### config.mk
export PLATFORM = sky130hd
export DESIGN_NAME = noop_pipe
export DESIGN_NICKNAME = d
export VERILOG_FILES = /design/src/rtl/md_pkg.sv /design/src/rtl/noop_skid_slice.sv /design/src/rtl/noop_pipe.sv
export SDC_FILE = /design/constraint.sdc
export NUM_CORES = 1
export LEC_CHECK = 0
export CORE_MARGIN = 5
export CORE_UTILIZATION = 54
export DETAILED_ROUTE_END_ITERATION = 16
export PLACE_DENSITY = 0.85
export SLEW_MARGIN = 25
export SYNTH_ARGS = -nofsm -noshare
export SYNTH_HDL_FRONTEND = slang
export SYNTH_SLANG_ARGS = --single-unit
### constraint.sdc
create_clock -name clk -period 11.1 [get_ports clk]
set_input_delay 1.665 -clock clk [delete_from_list [all_inputs] [get_ports clk]]
set_output_delay 1.665 -clock clk [all_outputs]
set_load 0.02 [all_outputs]
### src/rtl/md_pkg.sv
// Shared types for the particle pipelines: record width, particle word type, skid-slice states.
package md_pkg;

  localparam int PARTICLE_W = 105;

  typedef logic [PARTICLE_W-1:0] particle_t;

  typedef enum logic [1:0] {
    SLICE_EMPTY = 2'd0,
    SLICE_ONE   = 2'd1,
    SLICE_TWO   = 2'd2
  } slice_state_t;

  // Occupancy counter width: enough for 0..2*depth, never narrower than one bit.
  function automatic int occ_width(input int depth);
    int w;
    w = $clog2(2 * depth + 1);
    return (w < 1) ? 1 : w;
  endfunction

endpackage

### src/rtl/noop_skid_slice.sv
// One two-entry valid/ready skid slice (main + skid register) with synchronous flush.
module noop_skid_slice
  import md_pkg::*;
#(
  parameter int WIDTH = PARTICLE_W
) (
  input  logic             clk,
  input  logic             i_rst_n,
  input  logic             i_flush,
  input  logic             i_up_valid,
  output logic             o_up_ready,
  input  logic [WIDTH-1:0] i_up_data,
  output logic             o_dn_valid,
  input  logic             i_dn_ready,
  output logic [WIDTH-1:0] o_dn_data
);

  slice_state_t     r_state;
  logic             r_up_ready;
  logic             r_dn_valid;
  logic [WIDTH-1:0] r_main;
  logic [WIDTH-1:0] r_skid;
  logic             w_push;
  logic             w_pop;

  assign w_push     = i_up_valid && r_up_ready;
  assign w_pop      = r_dn_valid && i_dn_ready;
  assign o_up_ready = r_up_ready;
  assign o_dn_valid = r_dn_valid;
  assign o_dn_data  = r_main;

  // Occupancy FSM; ready and valid are registered next to the state they decode.
  always_ff @(posedge clk) begin
    if (!i_rst_n || i_flush) begin
      r_state    <= SLICE_EMPTY;
      r_up_ready <= 1'b1;
      r_dn_valid <= 1'b0;
    end else begin
      case (r_state)
        SLICE_EMPTY: begin
          if (w_push) begin
            r_state    <= SLICE_ONE;
            r_dn_valid <= 1'b1;
          end
        end
        SLICE_ONE: begin
          if (w_push && !w_pop) begin
            r_state    <= SLICE_TWO;
            r_up_ready <= 1'b0;
          end else if (!w_push && w_pop) begin
            r_state    <= SLICE_EMPTY;
            r_dn_valid <= 1'b0;
          end
        end
        SLICE_TWO: begin
          if (w_pop) begin
            r_state    <= SLICE_ONE;
            r_up_ready <= 1'b1;
          end
        end
        default: begin
          r_state    <= SLICE_EMPTY;
          r_up_ready <= 1'b1;
          r_dn_valid <= 1'b0;
        end
      endcase
    end
  end

  // Payload registers are not reset; the FSM alone says which of them hold live words.
  always_ff @(posedge clk) begin
    if (w_push && (!r_dn_valid || w_pop)) begin
      r_main <= i_up_data;
    end else if (w_pop && !r_up_ready) begin
      r_main <= r_skid;
    end
    if (w_push && r_dn_valid && !w_pop) begin
      r_skid <= i_up_data;
    end
  end

endmodule

### src/rtl/noop_pipe.sv
// Parametrised particle-word passthrough built from DEPTH skid slices (DEPTH=0 is a plain wire).
// Define NOOP_PIPE_STATS_EN to add the occ / stall_cnt observation ports and counters.
module noop_pipe
  import md_pkg::*;
#(
  parameter  int WIDTH = PARTICLE_W,
  parameter  int DEPTH = 2,
  localparam int OCCW  = occ_width(DEPTH)
) (
  input  logic             clk,
  input  logic             rst_n,
  input  logic             flush,
  input  logic             in_valid,
  output logic             in_ready,
  input  logic [WIDTH-1:0] in_data,
  output logic             out_valid,
  input  logic             out_ready,
  output logic [WIDTH-1:0] out_data
`ifdef NOOP_PIPE_STATS_EN
  ,
  output logic [OCCW-1:0]  occ,
  output logic [31:0]      stall_cnt
`endif
);

  if (DEPTH == 0) begin : g_wire
    assign out_valid = in_valid;
    assign out_data  = in_data;
    assign in_ready  = out_ready;
  end else begin : g_pipe
    logic             w_valid [DEPTH+1];
    logic             w_ready [DEPTH+1];
    logic [WIDTH-1:0] w_data  [DEPTH+1];

    assign w_valid[0]     = in_valid;
    assign w_data[0]      = in_data;
    assign in_ready       = rst_n && !flush && w_ready[0];
    assign w_ready[DEPTH] = out_ready;
    assign out_valid      = w_valid[DEPTH];
    assign out_data       = w_data[DEPTH];

    for (genvar i = 0; i < DEPTH; i++) begin : g_slice
      noop_skid_slice #(.WIDTH(WIDTH)) u_slice (
        .clk        (clk),
        .i_rst_n    (rst_n),
        .i_flush    (flush),
        .i_up_valid (w_valid[i]),
        .o_up_ready (w_ready[i]),
        .i_up_data  (w_data[i]),
        .o_dn_valid (w_valid[i+1]),
        .i_dn_ready (w_ready[i+1]),
        .o_dn_data  (w_data[i+1])
      );
    end
  end

`ifdef NOOP_PIPE_STATS_EN
  logic [OCCW-1:0] r_occ;
  logic [31:0]     r_stall;
  logic            w_push;
  logic            w_pop;

  assign w_push    = in_valid && in_ready;
  assign w_pop     = out_valid && out_ready;
  assign occ       = r_occ;
  assign stall_cnt = r_stall;

  // Word count: pushes minus pops, cleared by reset or flush.
  always_ff @(posedge clk) begin
    if (!rst_n || flush) begin
      r_occ <= {OCCW{1'b0}};
    end else if (w_push && !w_pop) begin
      r_occ <= r_occ + {{(OCCW-1){1'b0}}, 1'b1};
    end else if (!w_push && w_pop) begin
      r_occ <= r_occ - {{(OCCW-1){1'b0}}, 1'b1};
    end
  end

  // Saturating stall counter; survives flush, cleared only by reset.
  always_ff @(posedge clk) begin
    if (!rst_n) begin
      r_stall <= 32'd0;
    end else if (out_valid && !out_ready && (r_stall != 32'hFFFF_FFFF)) begin
      r_stall <= r_stall + 32'd1;
    end
  end
`endif

endmodule

==> results of run 1 <==
synthesized netlist by cell type (2+ instances only):
master	instances
buf_2	12
and3_1	2
mux2i_1	2
mux2_4	39
a221o_1	2
nand2_1	3
a21oi_1	3
nor3_1	2
nand3_1	2
o21bai_1	2
edfxtp_1	420
nand2b_1	3
dfxtp_1	8
nor2_1	2
mux2_2	154
clkbuf_1	3
nor2b_1	3
nand4_1	2
o31a_1	2
o21ai_0	4
mux2_1	17
and4_1	2
and4b_1	2
buf_4	2
buf_6	10
how the worst min path moves through the flow:
stage                     slack, ns                                             end  depth (start not counted)                                               from
after floorplan                0.42   g_pipe.g_slice[1].u_slice.r_skid[0]$_DFFE_PP_                          0   g_pipe.g_slice[0].u_slice.o_dn_data[0]$_DFFE_PP_
after global placement         0.42  g_pipe.g_slice[1].u_slice.r_skid[40]$_DFFE_PP_                          0  g_pipe.g_slice[0].u_slice.o_dn_data[40]$_DFFE_PP_
after detailed placement       0.43  g_pipe.g_slice[1].u_slice.r_skid[79]$_DFFE_PP_                          0  g_pipe.g_slice[0].u_slice.o_dn_data[79]$_DFFE_PP_
after CTS                      0.44  g_pipe.g_slice[1].u_slice.r_skid[43]$_DFFE_PP_                          0  g_pipe.g_slice[0].u_slice.o_dn_data[43]$_DFFE_PP_
after global routing           0.45   g_pipe.g_slice[1].u_slice.r_skid[4]$_DFFE_PP_                          0   g_pipe.g_slice[0].u_slice.o_dn_data[4]$_DFFE_PP_
final                          0.44  g_pipe.g_slice[1].u_slice.r_skid[12]$_DFFE_PP_                          0  g_pipe.g_slice[0].u_slice.o_dn_data[12]$_DFFE_PP_
logic make-up after synthesis:
group,Yosys count
flops,428
mux,212
buf+inv,29
simple gates,26
compound gates,16
state kept, by name, summed over array words and instances, names as in the netlist:
signal,count
g_pipe.g_slice.u_slice.r_skid,210
g_pipe.g_slice.u_slice.r_state,4
g_pipe.g_slice.u_slice.o_dn_valid,2
g_pipe.g_slice.u_slice.o_up_ready,2
g_pipe.g_slice.u_slice.o_dn_data,210
layout make-up:
| type | instances | area [um2] | share of cell area, % |
|---|---|---|---|
| clock buffer | 55 | 1160 | 5.87 |
| clock inverter | 22 | 297 | 1.50 |
| inverter | 1 | 3.75 | 0.0189 |
| multi-input combinational | 254 | 2850 | 14.4 |
| sequential | 428 | 12800 | 64.4 |
| tap | 384 | 480 | 2.42 |
| timing repair buffer | 229 | 2260 | 11.4 |
power breakdown:
| part | switching (mW) | internal, mW |
|---|---|---|
| Combinational | 0.0884 | 0.104 |
| Sequential | 0.0180 | 1.82 |
| Clock | 0.565 | 0.904 |
through the flow:
stage                     area, um2  std cells  util [%]
after floorplan               15800        711         -
after global placement        18400       1296      63.8
after detailed placement      18400       1296      63.8
after CTS                     19800       1373      68.9
after global routing          19800       1373      68.9
final                         19800       1373      68.9
per-layer routing:
layer / vias to the layer above / wire [um]
li1: 3329 / -
met1: 3726 / 11800
met2: 226 / 14100
met3: 49 / 1610
met4: 0 / 609
met5: - / 0
==> out/qor.yml, run 1 <==
floorplanning:
  die_h_um: 181
  core_box_area_um2: 28800
  dieArea_um2: 32800
  die_w_um: 181
  starting_density_of_the_core_pct: 54.9
  rows: 62
  floorplan.io_pins: 217
sta:
  clock-skew-final_ns: 0.0160
  setup-tns-final_ns: 0
  timing.slew.headroom_pct: 33.8
  min_period_ns: 5.08
  setup_repair_after_global_routing_missed_its_margin: "false"
  report.final.setup_viol: 0
  final_cycle_share_pct: 45.8
  minimum_hold_slack_ns: 0.443
  post-route-worst-setup-slack_ns: 6.02
  slew_viol_final: 0
  max_clock_freq_mhz: 197
  worst-slew-pin-transition_ns: 0.993
  hold_violations: 0
critical_path:
  cp-endpoint: "in_ready"
  reg2reg_to: "g_pipe.g_slice[1].u_slice.o_dn_data[89]$_DFFE_PP_"
  worstRegToRegCells: 5
  cp.required_ns: 9.44
  crit_path_max_incr_delay_ns: 0.61
  worst_setup_path_startpoint: "rst_n"
  crit_slowest_cell: "clkdlybuf4s50_1"
  path_cells: "clkdlybuf4s50_1 -> nor2b_1 -> and2_1 -> clkdlybuf4s50_1"
  worst_setup_path_end_kind: "primary output"
  timing.critical_path.mode_cell: "clkdlybuf4s50_1"
  cp.arrival_ns: 3.42
  critPathBufInv: 2
  timing_worst_setup_path_type: "in -> out"
  critPathTopFamily: "buffers and inverters"
  critical_path_cell_count: 4
  crit_path_start_kind: "input port"
  cp_max_fo: 9
  worst_r2r_startpoint: "g_pipe.g_slice[1].u_slice.o_up_ready$_SDFFE_PP1P_"
  ff2ff_setup_slack_ns: 7.92
clock_tree:
  worst_setup_hold_path_clk_slew_ns: 0.06
  clkLatencyLatePin_ns: 0.52
  maximum_buffer_depth_of_the_clock_tree: 3
  cts-resized-gates: 0
  cts_h_tree_depth: 2
  cts_hold_buffers: 0
  tritoncts: "built"
  cts_made_buffers: 42
  clock_sink_count: 428
  cts-root-buf: "clkbuf_16"
  cts_post_setup_buffers_inserted: 0
grt:
  grtUsageMet3_pct: 4.06
  largest_net_degree_at_the_start_of_global_routing: 59
  number_of_global_route_vias_before_repair: 7812
  grt_use_met2_pct: 28.3
  antenna_violations_before_repair: 0
  global_route.peak_usage_layer: "met2"
  grt-ovfl-total: 0
  global_route.usage.total_pct: 16.7
  grt_first_pass_wirelength_um: 43600
  groute.layer.met1.usage_pct: 22.2
logic_synthesis:
  cell_count_after_synthesis: 711
  synth.lib_cells_used.distinct: 33
  area_of_the_mapped_netlist_um2: 15800
  yosysTopAreaCell: "edfxtp_1"
  syn-mean-instance-area_um2: 22.2
  post_synth_and_or_nand_nor_area_fraction_pct: 1.05
  synthXorXnorAreaFrac_pct: 0
  synth_top_family_by_area: "multiplexers"
  postSynth.topFlopCell: "edfxtp_1"
  synth_area_leaders: "edfxtp_1 80%, mux2_2 11%, mux2_4 3.7%, mux2_1 1.2%, dfxtp_1 1.0%"
  synth.mux.area_fraction_pct: 16.0
  yosys_warnings: 0
  synth-async-reset-ratio_pct: 0
  yosysTopAreaCellShare_pct: 79.9
  synth_nets: 821
  synth_compound_gate_area_share_pct: 0.713
  ys_seq_area_share_pct: 80.9
  synth-edff-count: 420
  yosys.area_share.adder_pct: 0
  postSynthRegisterBits: 428
route:
  detailedRoute.firstPassIterationCount: 4
  drc: 0
  routedWlPerCell_um: 20.5
  num_vias: 7330
  postRouteWirelength_um: 28100
  final_antenna_net_count: 0
  detail_route.iter0.violations: 510
  post_drt_via_cell_ratio: 5.34
placed_design:
  dp_worst_setup_slack_ns: 6.02
  place.detailed.hpwl_um: 17400
  portBuffers: 216
  gp_congestion: 0.714
cells_and_area:
  nets: 1066
  mostFrequentLayoutCell: "edfxtp_1"
  antennaDiodeCount: 0
  layout.cells.most_common_list: "420 x edfxtp_1, 216 x clkdlybuf4s50_1, 154 x mux2_2"
  fillerInstances: 1787
  fraction_of_final_layout_cells_sized_beyond_drive_strength_1_pct: 28.0
  area_growth_pct: 25.6
pwr:
  totalPowerFinal_mw: 3.50
  leakage_nw: 6.65
  power_density_nw_per_um2: 177
  ir_worst_vdd_v: 0.000149
job:
  max_cap_viol_count: 0
run_status:
  status: "finished clean"
worst_hold_path:
  hold_class: "reg -> reg"
Note: power is estimated with default switching activity, not from simulation.
==> run 2, diff against run 1 <==
Settings changed: CORE_UTILIZATION 54 to 49, PLACE_DENSITY 0.85 to 0.81.
Clock period 11.1 ns to 4.25 ns, I/O delays scaled along.
==> run 2 against run 1 <==
  * Sequential share of layout area is 0.13 points lower
  * Flip-flop and latch count stayed put
  * Critical endpoint unchanged
  * Worst setup slack worse by 4.9 ns
  * Wire length is 0.84% lower
  * Via count is 0.75% lower
  * Global-route usage is 1.6 points lower
  * Register-to-register slack worse by 6.2 ns
  * Critical path depth stayed put
  * Worst hold slack better by 0.00068 ns
  * Largest power group unchanged
  * Final cell count is 1.4% higher
  * Sequential power grew to 2.6 times the previous value
==> out/qor.yml, run 2 (synthesized netlist as in run 1, its figures left out) <==
run_status:
  status: "finished clean"
pwr:
  leakage_nw: 6.65  # about the same
  power_density_nw_per_um2: 451  # +160%
  ir_worst_vdd_v: 0.000304  # +100%
critical_path:
  cp.required_ns: 3.61  # -5.83 ns
  worst_setup_path_end_kind: "primary output"
  crit_slowest_cell: "clkdlybuf4s50_1"
  crit_path_max_incr_delay_ns: 0.64  # +0.03 ns
  crit_path_start_kind: "input port"
  cp_max_fo: 9  # unchanged
  critPathTopFamily: "buffers and inverters"
  ff2ff_setup_slack_ns: 1.68  # -6.24 ns
  worst_r2r_startpoint: "g_pipe.g_slice[1].u_slice.o_up_ready$_SDFFE_PP1P_"
  path_cells: "clkdlybuf4s50_1 -> nor2b_1 -> and2_1 -> clkdlybuf4s50_1"
  timing_worst_setup_path_type: "in -> out"
  reg2reg_to: "g_pipe.g_slice[0].u_slice.o_dn_data[30]$_DFFE_PP_"
  worstRegToRegCells: 3  # -2
  critPathBufInv: 2  # unchanged
  cp.arrival_ns: 2.46  # -0.96 ns
  timing.critical_path.mode_cell: "clkdlybuf4s50_1"
placed_design:
  post-place-cells: 1314  # +1.4%
  place.detailed.hpwl_um: 16900  # -2.7%
  gp_congestion: 0.720  # +0.84%
  portBuffers: 216  # unchanged
sta:
  slew_viol_final: 0  # unchanged
  report.final.setup_viol: 0  # unchanged
  worst-slew-pin-transition_ns: 0.938  # -0.0552 ns
  minimum_hold_slack_ns: 0.443  # +0.000680 ns
  min_period_ns: 3.10
  setup_repair_after_global_routing_missed_its_margin: "false"
  final_cycle_share_pct: 72.8
  max_clock_freq_mhz: 323
  timing.slew.headroom_pct: 37.3  # +3.5 points
  clock-skew-final_ns: 0.00753  # -0.00846 ns
  hold_violations: 0  # unchanged
clock_tree:
  maximum_buffer_depth_of_the_clock_tree: 3  # unchanged
  clock_sink_count: 428  # unchanged
  cts-resized-gates: 0  # unchanged
  clkLatencyLatePin_ns: 0.51  # about the same
  worst_setup_hold_path_clk_slew_ns: 0.05  # about the same
  cts_hold_buffers: 0  # unchanged
  cts-root-buf: "clkbuf_16"
  cts_made_buffers: 43  # +2.4%
  tritoncts: "built"
  cts_post_setup_buffers_inserted: 0  # unchanged
  cts_h_tree_depth: 2  # unchanged
floorplanning:
  floorplan.io_pins: 217  # unchanged
  core_box_area_um2: 31700  # +10%
  die_w_um: 190  # +4.7%
  starting_density_of_the_core_pct: 49.8  # -5.1 points
  dieArea_um2: 35900  # +9.6%
  rows: 65  # +4.8%
  die_h_um: 190  # +4.7%
grt:
  number_of_global_route_vias_before_repair: 7609  # -2.6%
  antenna_violations_before_repair: 0  # unchanged
  grt_first_pass_wirelength_um: 43300  # -0.55%
  largest_net_degree_at_the_start_of_global_routing: 106  # +80%
  global_route.usage.total_pct: 15.2  # -1.6 points
  grt-ovfl-total: 0  # unchanged
route:
  post_drt_via_cell_ratio: 5.23  # -2.1%
  num_vias: 7275  # -0.75%
  detailedRoute.firstPassIterationCount: 7  # +3
  drc: 0  # unchanged
  detail_route.iter0.violations: 379  # -26%
  routedWlPerCell_um: 20.0  # -2.2%
  postRouteWirelength_um: 27800  # -0.84%
  final_antenna_net_count: 0  # unchanged
cells_and_area:
  antennaDiodeCount: 0  # unchanged
  fraction_of_final_layout_cells_sized_beyond_drive_strength_1_pct: 27.1  # -0.94 points
  fillerInstances: 2142  # +20%
  layout.cells.most_common_list: "420 x edfxtp_1, 216 x clkdlybuf4s50_1, 154 x mux2_2"
  mostFrequentLayoutCell: "edfxtp_1"
  area_used_by_multi_input_combinational_logic_um2: 2860  # +0.22%
  final_core_util_pct: 62.6  # -6.3 points
  nets: 1067  # +0.094%
  area_growth_pct: 25.8
  final_cell_count_no_fill: 1392  # +1.4%
  seq_area_um2: 12800  # unchanged
job:
  max_cap_viol_count: 0  # unchanged
worst_hold_path:
  hold_start: "g_pipe.g_slice[0].u_slice.o_dn_data[4]$_DFFE_PP_"
  worst_hold_path.endpoint: "g_pipe.g_slice[1].u_slice.r_skid[4]$_DFFE_PP_"
  timing.hold.worst_path_depth: 0  # unchanged
  hold_class: "reg -> reg"
run 2: cell count changes in the layout (fill, tap and decap cells not counted), moves of 3 or more:
cell,previous run,this run
clkinvlp_4,4,1
buf_4,13,5
bufinv_16,7,4
buf_12,0,8
clkinv_1,2,12
clkinv_2,8,5
run 2: layer usage:
| metal | up-vias | GRT usage (%) | wire (um) |
|---|---|---|---|
| met2 | 209 | 25.3 | 13800 |
| met3 | 47 | 3.28 | 1510 |
| met4 | 0 | 3.92 | 574 |
| li1 | 3335 | - | - |
| met5 | - | 0 | 0 |
| met1 | 3684 | 20.7 | 12000 |
run 2: power by group:
group	leakage (nW)	total [mW]	switching, mW	internal (mW)
clock	0.666	3.65	1.48	2.17
sequential	3.94	4.81	0.0467	4.76
combinational	2.04	0.506	0.228	0.278
total	6.65	8.96	1.75	7.21
run 2: final cells by class:
cell class	instances	area share [%]
timing repair buffer	229	11.9
clock buffer	55	5.86
inverter	1	0.0189
sequential	428	64.3
clock inverter	23	1.04
multi-input combinational	254	14.4
tap	402	2.53
run 2: worst max path at each step:
stage | cells after the start | startpoint | slack, ns | to
after detailed placement | 4 | rst_n | 1.13 | in_ready
after global placement | 4 | rst_n | 1.13 | in_ready
after CTS | 4 | rst_n | 1.14 | in_ready
after global routing | 4 | rst_n | 1.0 | in_ready
after floorplan | 4 | g_pipe.g_slice[1].u_slice.o_up_ready$_SDFFE_PP1P_ | -1.06 | g_pipe.g_slice[1].u_slice.r_skid[0]$_DFFE_PP_
final | 4 | rst_n | 1.15 | in_ready
run 2: stage by stage:
stage,cell area [um2],setup WS (ns),setup TNS (ns),power (mW)
final,19900,1.15,0,8.96
after global routing,19900,0.995,0,9.29
after CTS,19900,1.14,0,9.07
after detailed placement,18500,1.13,0,5.41
after global placement,18500,1.13,0,5.39
after floorplan,15800,-1.06,-111.38,5.16
==> run 3, diff against run 2 <==
Clock period 4.25 ns to 2.8 ns, I/O delays scaled along.
==> run 3 against run 2 <==
  * Total power up 52%
  * Largest cell class unchanged
  * Highest routed layer is now met5
  * Critical path type is now reg -> out
  * Flip-flop and latch count unchanged
  * Count of clock-buffer cells in the layout unchanged
==> out/qor.yml, run 3 (synthesized netlist as in run 1, its figures left out) <==
floorplanning:
  floorplan.io_pins: 217  # unchanged
  dieArea_um2: 35900  # unchanged
  starting_density_of_the_core_pct: 49.8  # unchanged
  core_box_area_um2: 31700  # unchanged
  rows: 65  # unchanged
  die_h_um: 190  # unchanged
  die_w_um: 190  # unchanged
cells_and_area:
  layout.cells.most_common_list: "420 x edfxtp_1, 216 x clkdlybuf4s50_1, 154 x mux2_2"
  area_growth_pct: 26.2
  nets: 1067  # unchanged
  mostFrequentLayoutCell: "edfxtp_1"
  final_design_area_no_fill_um2: 19900  # +0.32%
  fraction_of_final_layout_cells_sized_beyond_drive_strength_1_pct: 27.6  # +0.58 points
pwr:
  totalPowerFinal_mw: 13.6  # +52%
  power.clock.fraction_pct: 40.7  # about the same
  leakage_nw: 6.67  # +0.24%
  ir_worst_vdd_v: 0.000606  # +99%
  power_density_nw_per_um2: 684  # +52%
  netSwitchingFraction_pct: 19.9  # +0.36 points
  total_switching_power_mw: 2.71  # +55%
  p_seq_share_pct: 53.5  # about the same
  cellInternalPower_mw: 10.9  # +51%
  pwr-share-comb_pct: 5.8  # +0.2 points
sta:
  clock-skew-final_ns: 0.0149  # +0.00741 ns
  final_cycle_share_pct: 79.4
  slew_viol_final: 0  # unchanged
  hold_violations: 0  # unchanged
  timing.slew.headroom_pct: 54.2  # +17 points
  setup_repair_after_global_routing_missed_its_margin: "false"
  report.final.setup_viol: 0  # unchanged
  worst-slew-pin-transition_ns: 0.687  # -0.252 ns
  min_period_ns: 2.22
  max_clock_freq_mhz: 450
critical_path:
  ff2ff_setup_slack_ns: 0.76  # -0.92 ns
  cp.required_ns: 2.38  # -1.23 ns
  worst_setup_path_startpoint: "g_pipe.g_slice[0].u_slice.o_up_ready$_SDFFE_PP1P_"
  cp-endpoint: "in_ready"
  worst_r2r_startpoint: "g_pipe.g_slice[0].u_slice.o_up_ready$_SDFFE_PP1P_"
  timing_worst_setup_path_type: "reg -> out"
  cp_max_fo: 8  # -1
  reg2reg_to: "g_pipe.g_slice[0].u_slice.o_dn_data[59]$_DFFE_PP_"
  cp.arrival_ns: 1.80  # -0.66 ns
  worst_setup_path_end_kind: "primary output"
  worstRegToRegCells: 4  # +1
  crit_path_start_kind: "register"
route:
  detail_route.iter0.violations: 507  # +34%
  detailedRoute.firstPassIterationCount: 5  # -2
  routedWlPerCell_um: 20.5  # +2.4%
  final_antenna_net_count: 0  # unchanged
  drc: 0  # unchanged
  postRouteWirelength_um: 28600  # +2.6%
  num_vias: 7330  # +0.76%
  post_drt_via_cell_ratio: 5.26  # +0.61%
clock_tree:
  clkLatencyLatePin_ns: 0.53  # +0.02 ns
  cts_made_buffers: 43  # unchanged
  cts_post_setup_buffers_inserted: 0  # unchanged
  cts_hold_buffers: 0  # unchanged
  maximum_buffer_depth_of_the_clock_tree: 3  # unchanged
  cts-resized-gates: 0  # unchanged
  clock_sink_count: 428  # unchanged
  worst_setup_hold_path_clk_slew_ns: 0.06  # about the same
  cts-root-buf: "clkbuf_16"
  cts_h_tree_depth: 2  # unchanged
  tritoncts: "built"
placed_design:
  post_dp_cell_area_um2: 18600  # +0.32%
  gp_congestion: 0.754  # +4.7%
  portBuffers: 216  # unchanged
  place.detailed.hpwl_um: 17300  # +2.3%
grt:
  largest_net_degree_at_the_start_of_global_routing: 106  # unchanged
  antenna_violations_before_repair: 2  # +2
  global_route.usage.total_pct: 15.7  # +0.46 points
  grt_first_pass_wirelength_um: 44500  # +2.8%
  number_of_global_route_vias_before_repair: 7872  # +3.5%
  grt-ovfl-total: 0  # unchanged
run_status:
  status: "finished clean"
job:
  max_cap_viol_count: 0  # unchanged
worst_hold_path:
  hold_class: "reg -> reg"
[run 3: cell types whose count changed in the layout (fill, tap and decap cells not counted), moves of 2 or more]
cell / delta
buf_12: +4
dfxtp_1: -2
dfxtp_2: +2
buf_4: -4
clkinv_1: -3
clkinv_2: +2
[run 3: worst min-delay path by stage]
stage	start	cells past startpoint	slack (ns)	to
2_1_floorplan	g_pipe.g_slice[0].u_slice.o_dn_data[0]$_DFFE_PP_	0	0.42	g_pipe.g_slice[1].u_slice.r_skid[0]$_DFFE_PP_
3_3_place_gp	g_pipe.g_slice[0].u_slice.o_dn_data[86]$_DFFE_PP_	0	0.42	g_pipe.g_slice[1].u_slice.r_skid[86]$_DFFE_PP_
3_5_place_dp	g_pipe.g_slice[0].u_slice.o_dn_data[73]$_DFFE_PP_	0	0.43	g_pipe.g_slice[1].u_slice.r_skid[73]$_DFFE_PP_
4_1_cts	g_pipe.g_slice[0].u_slice.o_dn_data[82]$_DFFE_PP_	0	0.44	g_pipe.g_slice[1].u_slice.r_skid[82]$_DFFE_PP_
5_1_grt	g_pipe.g_slice[0].u_slice.o_dn_data[82]$_DFFE_PP_	0	0.45	g_pipe.g_slice[1].u_slice.r_skid[82]$_DFFE_PP_
6_report	g_pipe.g_slice[0].u_slice.o_dn_data[82]$_DFFE_PP_	0	0.44	g_pipe.g_slice[1].u_slice.r_skid[82]$_DFFE_PP_
[run 3: worst max-delay path, cell delays in order (launching register included)]
cell and delay, ns:
dfxtp_1 0.50, and2_1 0.18, clkdlybuf4s50_1 0.60
[run 3: routing by layer]
metal  wire (um)  vias up  track usage [%]
met5          13        -                0
met4         547        2             4.31
met3        2110       43             4.41
met2       14300      228             26.4
met1       11600     3723             20.1
li1            -     3334                -
[run 3: power groups by stage]
stage	sequential, mW	clock [mW]	combinational [mW]
global route	7.31	6.00	0.834
finish	7.30	5.55	0.784
floorplan	7.48	0	0.349
global placement	7.42	0	0.775
detailed placement	7.43	0	0.793
CTS	7.30	5.70	0.798
[run 3: area by class of cell]
cell class                      instances  area, um2
Clock buffer                           55       1140
Timing Repair Buffer                  229       2410
Antenna cell                            1       2.50
Tap cell                              402        503
Sequential cell                       428      12800
Multi-Input combinational cell        254       2870
Inverter                                1       3.75
Clock inverter                         24        229
Fill cell                            2152      11800
[run 3: stage by stage]
step	setup WS, ns	hold WS (ns)	setup TNS, ns	instances	utilization [%]
finish	0.577	0.439	0	1394	62.8
global route	0.491	0.448	0	1394	62.8
floorplan	-0.964	0.420	-101.22	711	-
detailed placement	0.340	0.428	0	1314	58.5
CTS	0.550	0.437	0	1393	62.8
global placement	0.395	0.424	0	1314	58.5
